`config.mk`:
```
export PLATFORM = sky130hd
export DESIGN_NAME = transition_stim_gen
export DESIGN_NICKNAME = d
export VERILOG_FILES = /design/src/rtl/stim_pkg.sv /design/src/rtl/stim_lfsr16.sv /design/src/rtl/transition_stim_gen.sv
export SDC_FILE = /design/constraint.sdc
export NUM_CORES = 1
export LEC_CHECK = 0
export ABC_CLOCK_PERIOD_IN_PS = 2600
export CORE_MARGIN = 2
export CORE_UTILIZATION = 53
export DETAILED_ROUTE_END_ITERATION = 10
export GPL_ROUTABILITY_DRIVEN = 0
export PLACE_DENSITY = 0.86
export SLEW_MARGIN = 20
export SYNTH_ARGS = -nofsm -noshare
export SYNTH_HDL_FRONTEND = slang
export SYNTH_SLANG_ARGS = --single-unit
```
`constraint.sdc`:
```
create_clock -name clk -period 2.6 [get_ports clk]
set_input_delay 0.65 -clock clk [delete_from_list [all_inputs] [get_ports clk]]
set_output_delay 0.65 -clock clk [all_outputs]
set_load 0.005 [all_outputs]
```
`src/rtl/stim_pkg.sv`:
```
// Shared types and constants for the transition stimulus sequencer:
// FSM state encoding, LFSR polynomial/seed and the Galois step function.
package stim_pkg;

    typedef enum logic [1:0] {IDLE, PRE, EVAL, DONE} state_e;

    localparam logic [15:0] LFSR_TAPS         = 16'hB400;
    localparam logic [15:0] LFSR_DEFAULT_SEED = 16'hACE1;

    // Right-shifting Galois form of x^16+x^14+x^13+x^11+1.
    function automatic logic [15:0] lfsr_next(input logic [15:0] s);
        return s[0] ? ((s >> 1) ^ LFSR_TAPS) : (s >> 1);
    endfunction

endpackage

```
`src/rtl/stim_lfsr16.sv`:
```
// 16-bit Galois LFSR that advances while en is high.
// A zero seed would lock the register, so it is replaced by 16'h0001.
module stim_lfsr16
    import stim_pkg::*;
(
    input  logic        clk,
    input  logic        rst_n,
    input  logic        en,
    input  logic [15:0] seed,
    output logic [15:0] q
);

    logic [15:0] q_q, q_d, rst_val;

    assign rst_val = (seed == 16'h0000) ? 16'h0001 : seed;

    always_comb begin
        q_d = en ? lfsr_next(q_q) : q_q;
    end

    always_ff @(posedge clk or negedge rst_n) begin
        if (!rst_n) q_q <= rst_val;
        else        q_q <= q_d;
    end

    assign q = q_q;

endmodule

```
`src/rtl/transition_stim_gen.sv`:
```
// Sweeps every ordered pair (i,j) of N_IN-bit vectors: i for a precharge phase, j for an
// evaluate phase, flagging the evaluate window. RAND_MASK_EN draws the mask bits from an LFSR.
module transition_stim_gen
    import stim_pkg::*;
#(
    parameter int          N_IN      = 4,
    parameter int          HOLD_CYC  = 5,
    parameter logic [15:0] LFSR_SEED = LFSR_DEFAULT_SEED
) (
    input  logic              clk,
    input  logic              rst_n,
    input  logic              start,
    output logic [N_IN-1:0]   vec,
    output logic              phase,
    output logic              sim_start,
    output logic              sim_end,
    output logic [2*N_IN-1:0] sim_idx,
    output logic              busy,
    output logic              done
);

    localparam int PW = 2 * N_IN;

    state_e          state_q, state_d;
    logic [7:0]      hold_q, hold_d;
    logic [PW-1:0]   pair_q, pair_d, pair_inc;
    logic [N_IN-1:0] vec_q, vec_d;
    logic            phase_q, phase_d;
    logic            sim_start_q, sim_start_d;
    logic            sim_end_q, sim_end_d;
    logic            busy_q, busy_d;
    logic            done_q, done_d;
    logic            last_hold, end_next;

`ifdef RAND_MASK_EN
    logic [15:0] lfsr_q;

    stim_lfsr16 u_lfsr (
        .clk   (clk),
        .rst_n (rst_n),
        .en    (busy_q),
        .seed  (LFSR_SEED),
        .q     (lfsr_q)
    );

    // Mask bits r1,r2 come from the LFSR value present when the phase is entered.
    function automatic logic [N_IN-1:0] shape(input logic [N_IN-1:0] v);
        return {v[N_IN-1:2], lfsr_q[1:0]};
    endfunction
`else
    function automatic logic [N_IN-1:0] shape(input logic [N_IN-1:0] v);
        return v;
    endfunction
`endif

    assign pair_inc  = pair_q + PW'(1);
    assign last_hold = (hold_q == 8'(HOLD_CYC - 1));
    // sim_end is registered, so raise it one cycle ahead of the final evaluate cycle.
    assign end_next  = (HOLD_CYC >= 2) && (hold_q == 8'(HOLD_CYC - 2));

    always_comb begin
        state_d     = state_q;
        hold_d      = hold_q;
        pair_d      = pair_q;
        vec_d       = vec_q;
        phase_d     = phase_q;
        sim_start_d = 1'b0;
        sim_end_d   = 1'b0;
        busy_d      = busy_q;
        done_d      = done_q;
        case (state_q)
            IDLE, DONE: begin
                if (start) begin
                    state_d = PRE;
                    hold_d  = 8'd0;
                    pair_d  = '0;
                    vec_d   = shape('0);
                    phase_d = 1'b0;
                    busy_d  = 1'b1;
                    done_d  = 1'b0;
                end
            end
            PRE: begin
                if (last_hold) begin
                    state_d     = EVAL;
                    hold_d      = 8'd0;
                    vec_d       = shape(pair_q[N_IN-1:0]);
                    phase_d     = 1'b1;
                    sim_start_d = 1'b1;
                    sim_end_d   = (HOLD_CYC == 1);
                end else begin
                    hold_d = hold_q + 8'd1;
                end
            end
            EVAL: begin
                if (last_hold) begin
                    hold_d = 8'd0;
                    if (&pair_q) begin
                        state_d = DONE;
                        phase_d = 1'b0;
                        busy_d  = 1'b0;
                        done_d  = 1'b1;
                    end else begin
                        state_d = PRE;
                        pair_d  = pair_inc;
                        vec_d   = shape(pair_inc[PW-1:N_IN]);
                        phase_d = 1'b0;
                    end
                end else begin
                    hold_d    = hold_q + 8'd1;
                    sim_end_d = end_next;
                end
            end
            default: state_d = IDLE;
        endcase
    end

    always_ff @(posedge clk or negedge rst_n) begin
        if (!rst_n) begin
            state_q     <= IDLE;
            hold_q      <= 8'd0;
            pair_q      <= '0;
            vec_q       <= '0;
            phase_q     <= 1'b0;
            sim_start_q <= 1'b0;
            sim_end_q   <= 1'b0;
            busy_q      <= 1'b0;
            done_q      <= 1'b0;
        end else begin
            state_q     <= state_d;
            hold_q      <= hold_d;
            pair_q      <= pair_d;
            vec_q       <= vec_d;
            phase_q     <= phase_d;
            sim_start_q <= sim_start_d;
            sim_end_q   <= sim_end_d;
            busy_q      <= busy_d;
            done_q      <= done_d;
        end
    end

    assign vec       = vec_q;
    assign phase     = phase_q;
    assign sim_start = sim_start_q;
    assign sim_end   = sim_end_q;
    assign sim_idx   = pair_q;
    assign busy      = busy_q;
    assign done      = done_q;

endmodule

```
=== Yosys cells after proc, flatten, opt, wreduce, memory -nomap -nowiden ===
Cells that the tools add are included.
Widths: inputs -> output; s select.

* Add/sub/neg operators: 2
* Muxes and demuxes: 31
* Reductions and logical operators: 9
* Eq/ne operators: 10

{| class="wikitable"
|+ Operators by type and width
! cell !! number
|-
| $mux 8 || 4
|-
| $pmux 8 s2 || 2
|-
| $add 8x1->8 const B || 2
|-
| $mux 4 || 4
|-
| $mux 1 || 12
|-
| $pmux 4 s3 || 1
|-
| $reduce_and 4->1 || 3
|-
| $ne 2x2->1 const B || 5
|-
| $eq 8x2->1 const B || 1
|-
| $eq 8x3->1 const B || 1
|-
| $mux 2 || 4
|-
| $reduce_and 8->1 || 1
|-
| $pmux 2 s3 || 1
|-
| $eq 2x2->1 const B || 2
|-
| $pmux 1 s2 || 2
|-
| $reduce_or 2->1 || 2
|-
| $pmux 1 s3 || 1
|-
| $reduce_and 3->1 || 1
|-
| $eq 2x1->1 const B || 1
|-
| $logic_not 2->1 || 1
|-
| $reduce_bool 2->1 || 1
|}

* Register bits: 27
* Output and inout port bits: 17

=== Depth between registers and ports, before layout ===
Gate-level depths: netlist of run 1.

* Word-level depth: 4
* Mapped depth: 7
* Gate-level depth less buffers: 6

=== Least setup slack after synthesis of run 1 ===
OpenSTA, ideal clock, no wires.

* Path kind: register to register
* Start point: register hold_q[0]
* End point: register pair_q[0] (netlist: sim_idx[0])
* Required time: 2475 ps
* Slack: 722 ps
* Path buffers: 1
* Arrival: 1753 ps
* Stages on the path, launching flop included: 8
* Path through: dfrtp_1 inv_1 ha_1 and4bb_4 a21oi_4 or3_1 buf_6 mux2_4

* Word-level cells in the longest chain between the ends: 3

{| class="wikitable"
|+ RTL lines
! item !! line !! text
|-
| start: declaration || transition_stim_gen.sv:25 || <nowiki>logic [7:0] hold_q, hold_d;</nowiki>
|-
| start signal: assignment || transition_stim_gen.sv:131 || <nowiki>hold_q <= hold_d;</nowiki>
|-
| $eq 8x3->1 || transition_stim_gen.sv:57 || <nowiki>assign last_hold = (hold_q == 8'(HOLD_CYC - 1));</nowiki>
|-
| $ne 2x2->1 (no line) || -- ||
|-
| $reduce_and 4->1 (no line) || -- ||
|-
| end signal: assignment || transition_stim_gen.sv:132 || <nowiki>pair_q <= pair_d;</nowiki>
|-
| end: declaration || transition_stim_gen.sv:26 || <nowiki>logic [PW-1:0] pair_q, pair_d, pair_inc;</nowiki>
|}

No other way between the ends.
A chain may end at the register's enable or synchronous reset.

=== Worst setup path in the final report of run 1 ===
* Start point: register state_q[0]
* End point: register pair_q[0] (netlist: sim_idx[0])

* Word-level cells in the longest chain between the ends: 4

{| class="wikitable"
|+ RTL lines
! item !! line !! text
|-
| start: declaration || transition_stim_gen.sv:24 || <nowiki>state_e state_q, state_d;</nowiki>
|-
| start signal: assignment || transition_stim_gen.sv:130 || <nowiki>state_q <= state_d;</nowiki>
|-
| $eq 2x2->1 or $logic_not 2->1 (tied branches) || transition_stim_gen.sv:71 || <nowiki>case (state_q)</nowiki>
|-
| $reduce_or 2->1 || transition_stim_gen.sv:71 ||
|-
| $ne 2x2->1 (no line) or $reduce_bool 2->1 (tied branches) || -- ||
|-
| $reduce_and 4->1 (no line) || -- ||
|}

Several ways; a longest one is shown, not always the timed one.

==> metrics.md, run 1 <==
| Metric | Value |
|---|---|
| Outcome | `finished clean` |
| CTS tree | `done` |
| Delay-heaviest family, CP | `simple AND/OR/NAND/NOR gates` |
| H-Tree Depth | `1` |
| VDD IR max | `0.272 mV` |
| Initial antenna violation count | `0` |
| Slew Viols, Final | `0` |
| R2r endpoint | `sim_idx[0]$_DFFE_PN0P_` |
| Worst Setup SP | `state_q[0]$_DFFE_PN0P_` |
| Power share of the clock group | `0.304` |
| Fill cells | `214` |
| R2R depth | `6` |
| ANT cells | `0` |
| Routed WL | `3.41 mm` |
| Mapped Nets | `163` |
| Top Ports | `20` |
| Worst Path Required | `2.84 ns` |
| Clk_skew | `0.00978 ns` |
| Seq/Total Area, Yosys | `0.440` |
| XOR/XNOR Fraction of Synth Area | `0.0171` |
| Post-Synthesis Cell Area | `1540 µm²` |
| Flop pwr share | `0.675` |
| Crit Path Class | `flop to flop` |
| CTS root buf | `clkbuf_4` |
| Net count, final | `186` |
| Drt pass-1 iters | `4` |
| CP Max Fanout | `9` |
| Die W | `57.8 µm` |
| Commonest non-fill, non-tap cell in the layout | `dfrtp_1` |
| Net switching power | `0.138 mW` |
| Leakage | `0.725 nW` |
| MaxCap Viol Count | `0` |
| Largest net degree at the start of global routing | `28` |
| Port bufs | `19` |
| Gate power share | `0.021` |
| Vias in the first global route | `1,249` |
| Post-synthesis compound-gate area fraction | `0.218` |
| Critical path depth | `6` |
| Mapped Cells | `154` |
| Die Height | `57.8 µm` |
| Total grt overflow | `0` |
| Dpl hpwl | `2.48 mm` |
| R2R setup slack | `0.35 ns` |
| Fin util | `0.650` |
| Period utilization | `0.867` |
| Antenna-violating nets left | `0` |
| Gr usage total | `0.226` |
| DRC | `0` |
| Via count | `1,355` |
| Drt initial violations | `100` |
| Die area | `3340 µm²` |
| Critical path launch point type | `flop` |
| Synth Area in Adders | `0.0489` |
| Worst-Margin Slew | `0.444 ns` |
| Worst-path cell chain | `inv_1 > ha_1 > inv_1 > a21oi_4 > or3_1 > mux2_4` |
| Final setup viols | `0` |
| Worst R2R Start | `state_q[0]$_DFFE_PN0P_` |
| Final Hold Viols | `0` |
| Worst-path clk slew | `0.15 ns` |
| Worst path arrival time | `2.49 ns` |
| Yosys warning total | `0` |
| Share of cells above drive strength 1 | `0.0795` |
| CTS max path bufs | `2` |
| Syn Area/Cell | `9.97 µm²` |
| Peak Freq | `444 MHz` |
| Post-synthesis mux area share | `0.0456` |
| P&R area growth vs syn | `16.8%` |
| Clock Latency Late Sink | `0.33 ns` |
| Worst path slowest cell | `or3_1` |
| Worst path bufs/invs | `2` |
| Clock sink count | `27` |
| Per-cell routed wire length | `16.5 µm` |
| Max-Slew Margin vs Limit | `0.704` |
| Internal | `0.484 mW` |
| Hold_buf cts | `0` |
| Synth cell types | `39` |
| Largest family of logic cells by synthesized area | `compound AO/OA/AOI/OAI gates` |
| Final TNS setup | `0 ns` |
| Placeable Area | `2760 µm²` |
| Mean number of vias per cell | `6.55` |
| CP Capture Type | `flop` |
| RSZ-0062 raised after global routing | `false` |
| Core Rows | `19` |
| Commonest non-fill, non-tap cells in the layout | `dfrtp_1, clkdlybuf4s50_1, nand2_1` |
| Top cell by count, worst path | `inv_1` |
| Switching Share | `0.221` |
| Synth Register Bits | `27` |
| Post-CTS sizing | `0` |
| Number of CTS-inserted buffers | `3` |
| Post-synthesis simple-gate area fraction | `0.188` |
| Min-Delay Path Class | `flop to flop` |
| Power per cell area | `347 nW/µm²` |
| First-pass GRT wire length | `5.91 mm` |
| Worst stage delay on the critical path | `0.44 ns` |
| Final Critical Period | `2.25 ns` |
| CP endpoint | `sim_idx[0]$_DFFE_PN0P_` |
| Post-CTS setup buffers | `0` |
| Initial Utilization | `0.557` |
[synth_stat cells]
cell,number,area [µm²]
o41ai_1,1,8.76
clkbuf_1,3,11.3
nand2_1,14,52.6
and3_1,1,6.26
dfrtp_1,27,676
nor3_4,1,16.3
buf_6,1,11.3
xnor2_1,2,17.5
mux2_4,2,30.0
and4bb_4,1,16.3
o2bb2ai_1,2,17.5
a22o_1,7,61.3
o311ai_4,1,26.3
nor2b_1,1,6.26
o31ai_1,5,37.5
nand2b_1,2,12.5
o21ai_0,9,45.0
o21ai_1,1,5.00
nor2_1,11,41.3
o211ai_1,8,60.1
or4_1,3,22.5
ha_1,6,75.1
nor3_1,4,20.0
or3_1,2,12.5
nand4_1,3,18.8
a21oi_4,1,16.3
nand3b_1,2,15.0
a2bb2oi_1,1,8.76
o22ai_1,1,6.26
nor4b_1,1,8.76
xor2_1,1,8.76
buf_2,1,5.00
mux2i_1,4,40.0
a21oi_1,2,10.0
nand3_1,8,40.0
inv_1,10,37.5
a21o_2,1,8.76
a21o_1,1,7.51
a22oi_1,2,15.0
[power by group through the flow]
stage	clock, mW	combinational (mW)	sequential [mW]
after global placement	0	0.0133	0.428
after detailed placement	0	0.0137	0.428
after floorplan	0	0.000584	0.428
after CTS	0.188	0.0137	0.420
final	0.189	0.0129	0.420
after global routing	0.207	0.0152	0.420
[routing by layer]
layer  global-route usage  vias to the layer above  routed length [µm]
met5                    0                        -                   0
met4               0.0764                        0                 106
met3               0.0379                       15                 254
met2                0.351                       74                1560
met1                0.323                      650                1490
li1                     -                      616                   -
[layout make-up]
type                       instances  area (µm²)  share of cell area
clock buffer                       4        26.3              0.0147
inverter                          10        37.5              0.0209
multi-input combinational        112         795               0.443
sequential                        27         676               0.377
tap                               31        38.8              0.0216
timing repair buffer              23         220               0.123
[kinds of logic after synthesis]
| kind of cell | Yosys count |
|---|---|
| and+or+nand+nor | 54 |
| AOI/OAI and AO/OA | 43 |
| DFF | 27 |
| buffers and inverters | 15 |
| muxes | 6 |
| adders and majority gates | 6 |
| xor gates and xnor gates | 3 |
[metrics by stage]
stage	instances	hold slack [ns]	area [µm²]	setup WS, ns	total power [mW]
after floorplan	154	0.354	1540	0.722	0.429
after global placement	203	0.492	1770	0.345	0.441
after detailed placement	203	0.499	1770	0.311	0.442
after CTS	207	0.532	1790	0.401	0.622
after global routing	207	0.543	1790	0.261	0.642
final	207	0.527	1790	0.347	0.622
[how the worst min path moves through the flow]
stage,from,endpoint,slack (ns),cells past startpoint
after floorplan,rst_n,busy$_DFFE_PN0P_,0.35,0
after global placement,vec[3]$_DFFE_PN0P_,vec[3]$_DFFE_PN0P_,0.49,1
after detailed placement,vec[3]$_DFFE_PN0P_,vec[3]$_DFFE_PN0P_,0.50,1
after CTS,vec[3]$_DFFE_PN0P_,vec[3]$_DFFE_PN0P_,0.53,1
after global routing,vec[2]$_DFFE_PN0P_,vec[2]$_DFFE_PN0P_,0.54,1
final,vec[3]$_DFFE_PN0P_,vec[3]$_DFFE_PN0P_,0.53,1
[state kept, by name, summed over array words and instances (netlist names)]
name       flops
busy           1
done           1
hold_q         8
phase          1
sim_end        1
sim_idx        8
sim_start      1
state_q        2
vec            4
Note: power is estimated with default switching activity, not from simulation.
==> run 2, diff against run 1 <==
- CELL_PAD_IN_SITES_DETAIL_PLACEMENT: unset -> 1
- CELL_PAD_IN_SITES_GLOBAL_PLACEMENT: unset -> 2
- CORE_UTILIZATION: 53 -> 34
==> run 2 against run 1 <==
Maximum frequency is 4.4% higher. First-iteration DRC count decreased by 41%. Die area grew 52%. Largest cell class unchanged. Register-to-register slack gained 0.09 ns.
==> metrics.md, run 2 (synthesis results as in run 1) <==
| Metric | Value |
|---|---|
| Via count | `1,330` |
| Worst Path Required | `2.78 ns` |
| Gr usage total | `0.176` |
| Max-Slew Margin vs Limit | `0.678` |
| Drt pass-1 iters | `4` |
| Post-CTS sizing | `0` |
| Number of CTS-inserted buffers | `3` |
| Commonest non-fill, non-tap cell in the layout | `dfrtp_1` |
| Period utilization | `0.830` |
| Worst path arrival time | `2.34 ns` |
| Outcome | `finished clean` |
| CTS root buf | `clkbuf_8` |
| Critical path launch point type | `flop` |
| Net count, final | `187` |
| Initial antenna violation count | `0` |
| Port bufs | `19` |
| Routed wl met2 | `1.97 mm` |
| CP Capture Type | `flop` |
| Max layer used | `met4` |
| Dpl cells | `225` |
| Total grt overflow | `0` |
| R2R depth | `5` |
| Hold_buf cts | `0` |
| Worst-path clk slew | `0.10 ns` |
| H-Tree Depth | `1` |
| ANT cells | `0` |
| Slew Viols, Final | `0` |
| Fill cells | `493` |
| Fin util | `0.424` |
| Min-Delay Path Class | `flop to flop` |
| Initial Utilization | `0.353` |
| Final WS setup | `0.441 ns` |
| Hold path cells | `1` |
| First-pass GRT wire length | `7.08 mm` |
| Top Ports | `20` |
| Final Hold Viols | `0` |
| CTS tree | `done` |
| Vias in the first global route | `1,404` |
| Peak Freq | `463 MHz` |
| Die area | `5070 µm²` |
| Clock Latency Late Sink | `0.28 ns` |
| Worst-Margin Slew | `0.484 ns` |
| DRC | `0` |
| Met3 WL | `131 µm` |
| Per-cell routed wire length | `17.9 µm` |
| Cell area after layout | `1850 µm²` |
| Final Critical Period | `2.16 ns` |
| RSZ-0062 raised after global routing | `false` |
| Post-DP Area | `1800 µm²` |
| Hold slack | `0.513 ns` |
| Routed length on met1 | `1.94 mm` |
| CTS max path bufs | `2` |
| Die W | `71.2 µm` |
| Crit Path Class | `flop to flop` |
| VDD IR max | `0.171 mV` |
| Mean number of vias per cell | `5.81` |
| Largest net degree at the start of global routing | `28` |
| MaxCap Viol Count | `0` |
| Post-route insts no fill | `229` |
| Final setup viols | `0` |
| Place WS | `0.291 ns` |
| Antenna-violating nets left | `0` |
| Placeable Area | `4350 µm²` |
| Routed WL | `4.09 mm` |
| Power per cell area | `374 nW/µm²` |
| Post-CTS setup buffers | `0` |
| P&R area growth vs syn | `20.3%` |
| Total Power | `0.691 mW` |
| Commonest non-fill, non-tap cells in the layout | `dfrtp_1, clkdlybuf4s50_1, nand2_1` |
| Die Height | `71.2 µm` |
| Share of cells above drive strength 1 | `0.0904` |
| Leakage | `0.740 nW` |
| Clk_skew | `0.00459 ns` |
| Dpl hpwl | `3.04 mm` |
| Core Rows | `24` |
| Clock sink count | `27` |
| Drt initial violations | `59` |
| CP Max Fanout | `11` |
| Final TNS setup | `0 ns` |
run 2: cell types whose count changed in the layout (fill, tap and decap cells not counted):
cell,before,now
clkinv_2,0,1
clkbuf_1,1,0
clkbuf_8,0,3
buf_4,4,5
clkbuf_4,3,0
run 2: critical path, stage by stage, from the launching register on:
cell and delay [ns]:
dfrtp_1 0.40, inv_1 0.08, ha_1 0.45, nor2b_1 0.21
or3_1 0.56, mux2_4 0.37
run 2: where the power goes:
group / total, mW / switching (mW) / leakage (nW) / internal (mW)
combinational: 0.0138 / 0.00957 / 0.410 / 0.00419
clock: 0.258 / 0.150 / 0.0255 / 0.108
sequential: 0.420 / 0 / 0.305 / 0.420
total: 0.691 / 0.159 / 0.740 / 0.532
run 2: metal layers:
layer / GRT usage / vias to the layer above
met5: 0 / -
met4: 0.0440 / 0
met3: 0.0214 / 5
met2: 0.293 / 27
met1: 0.245 / 680
li1: - / 618
run 2: final cells by class:
class | count | area, µm² | share of cell area
inverters | 10 | 37.5 | 0.0203
repair buffers | 24 | 228 | 0.123
clock buffers | 3 | 41.3 | 0.0224
multi-input cells | 112 | 795 | 0.430
well taps | 52 | 65.1 | 0.0352
clock inverters | 1 | 5.00 | 0.00271
flip-flops and latches | 27 | 676 | 0.366
run 2: final timing paths:
path / from / end / slack, ns
worst max-delay path: state_q[0]$_DFFE_PN0P_ / sim_idx[0]$_DFFE_PN0P_ / 0.44
worst min-delay path: vec[2]$_DFFE_PN0P_ / vec[2]$_DFFE_PN0P_ / 0.51
worst max register to register: state_q[0]$_DFFE_PN0P_ / sim_idx[0]$_DFFE_PN0P_ / 0.44
worst min register to register: vec[2]$_DFFE_PN0P_ / vec[2]$_DFFE_PN0P_ / 0.51
max in group asynchronous: rst_n / sim_idx[6]$_DFFE_PN0P_ / 1.56
min in group asynchronous: rst_n / done$_DFFE_PN0P_ / 0.77
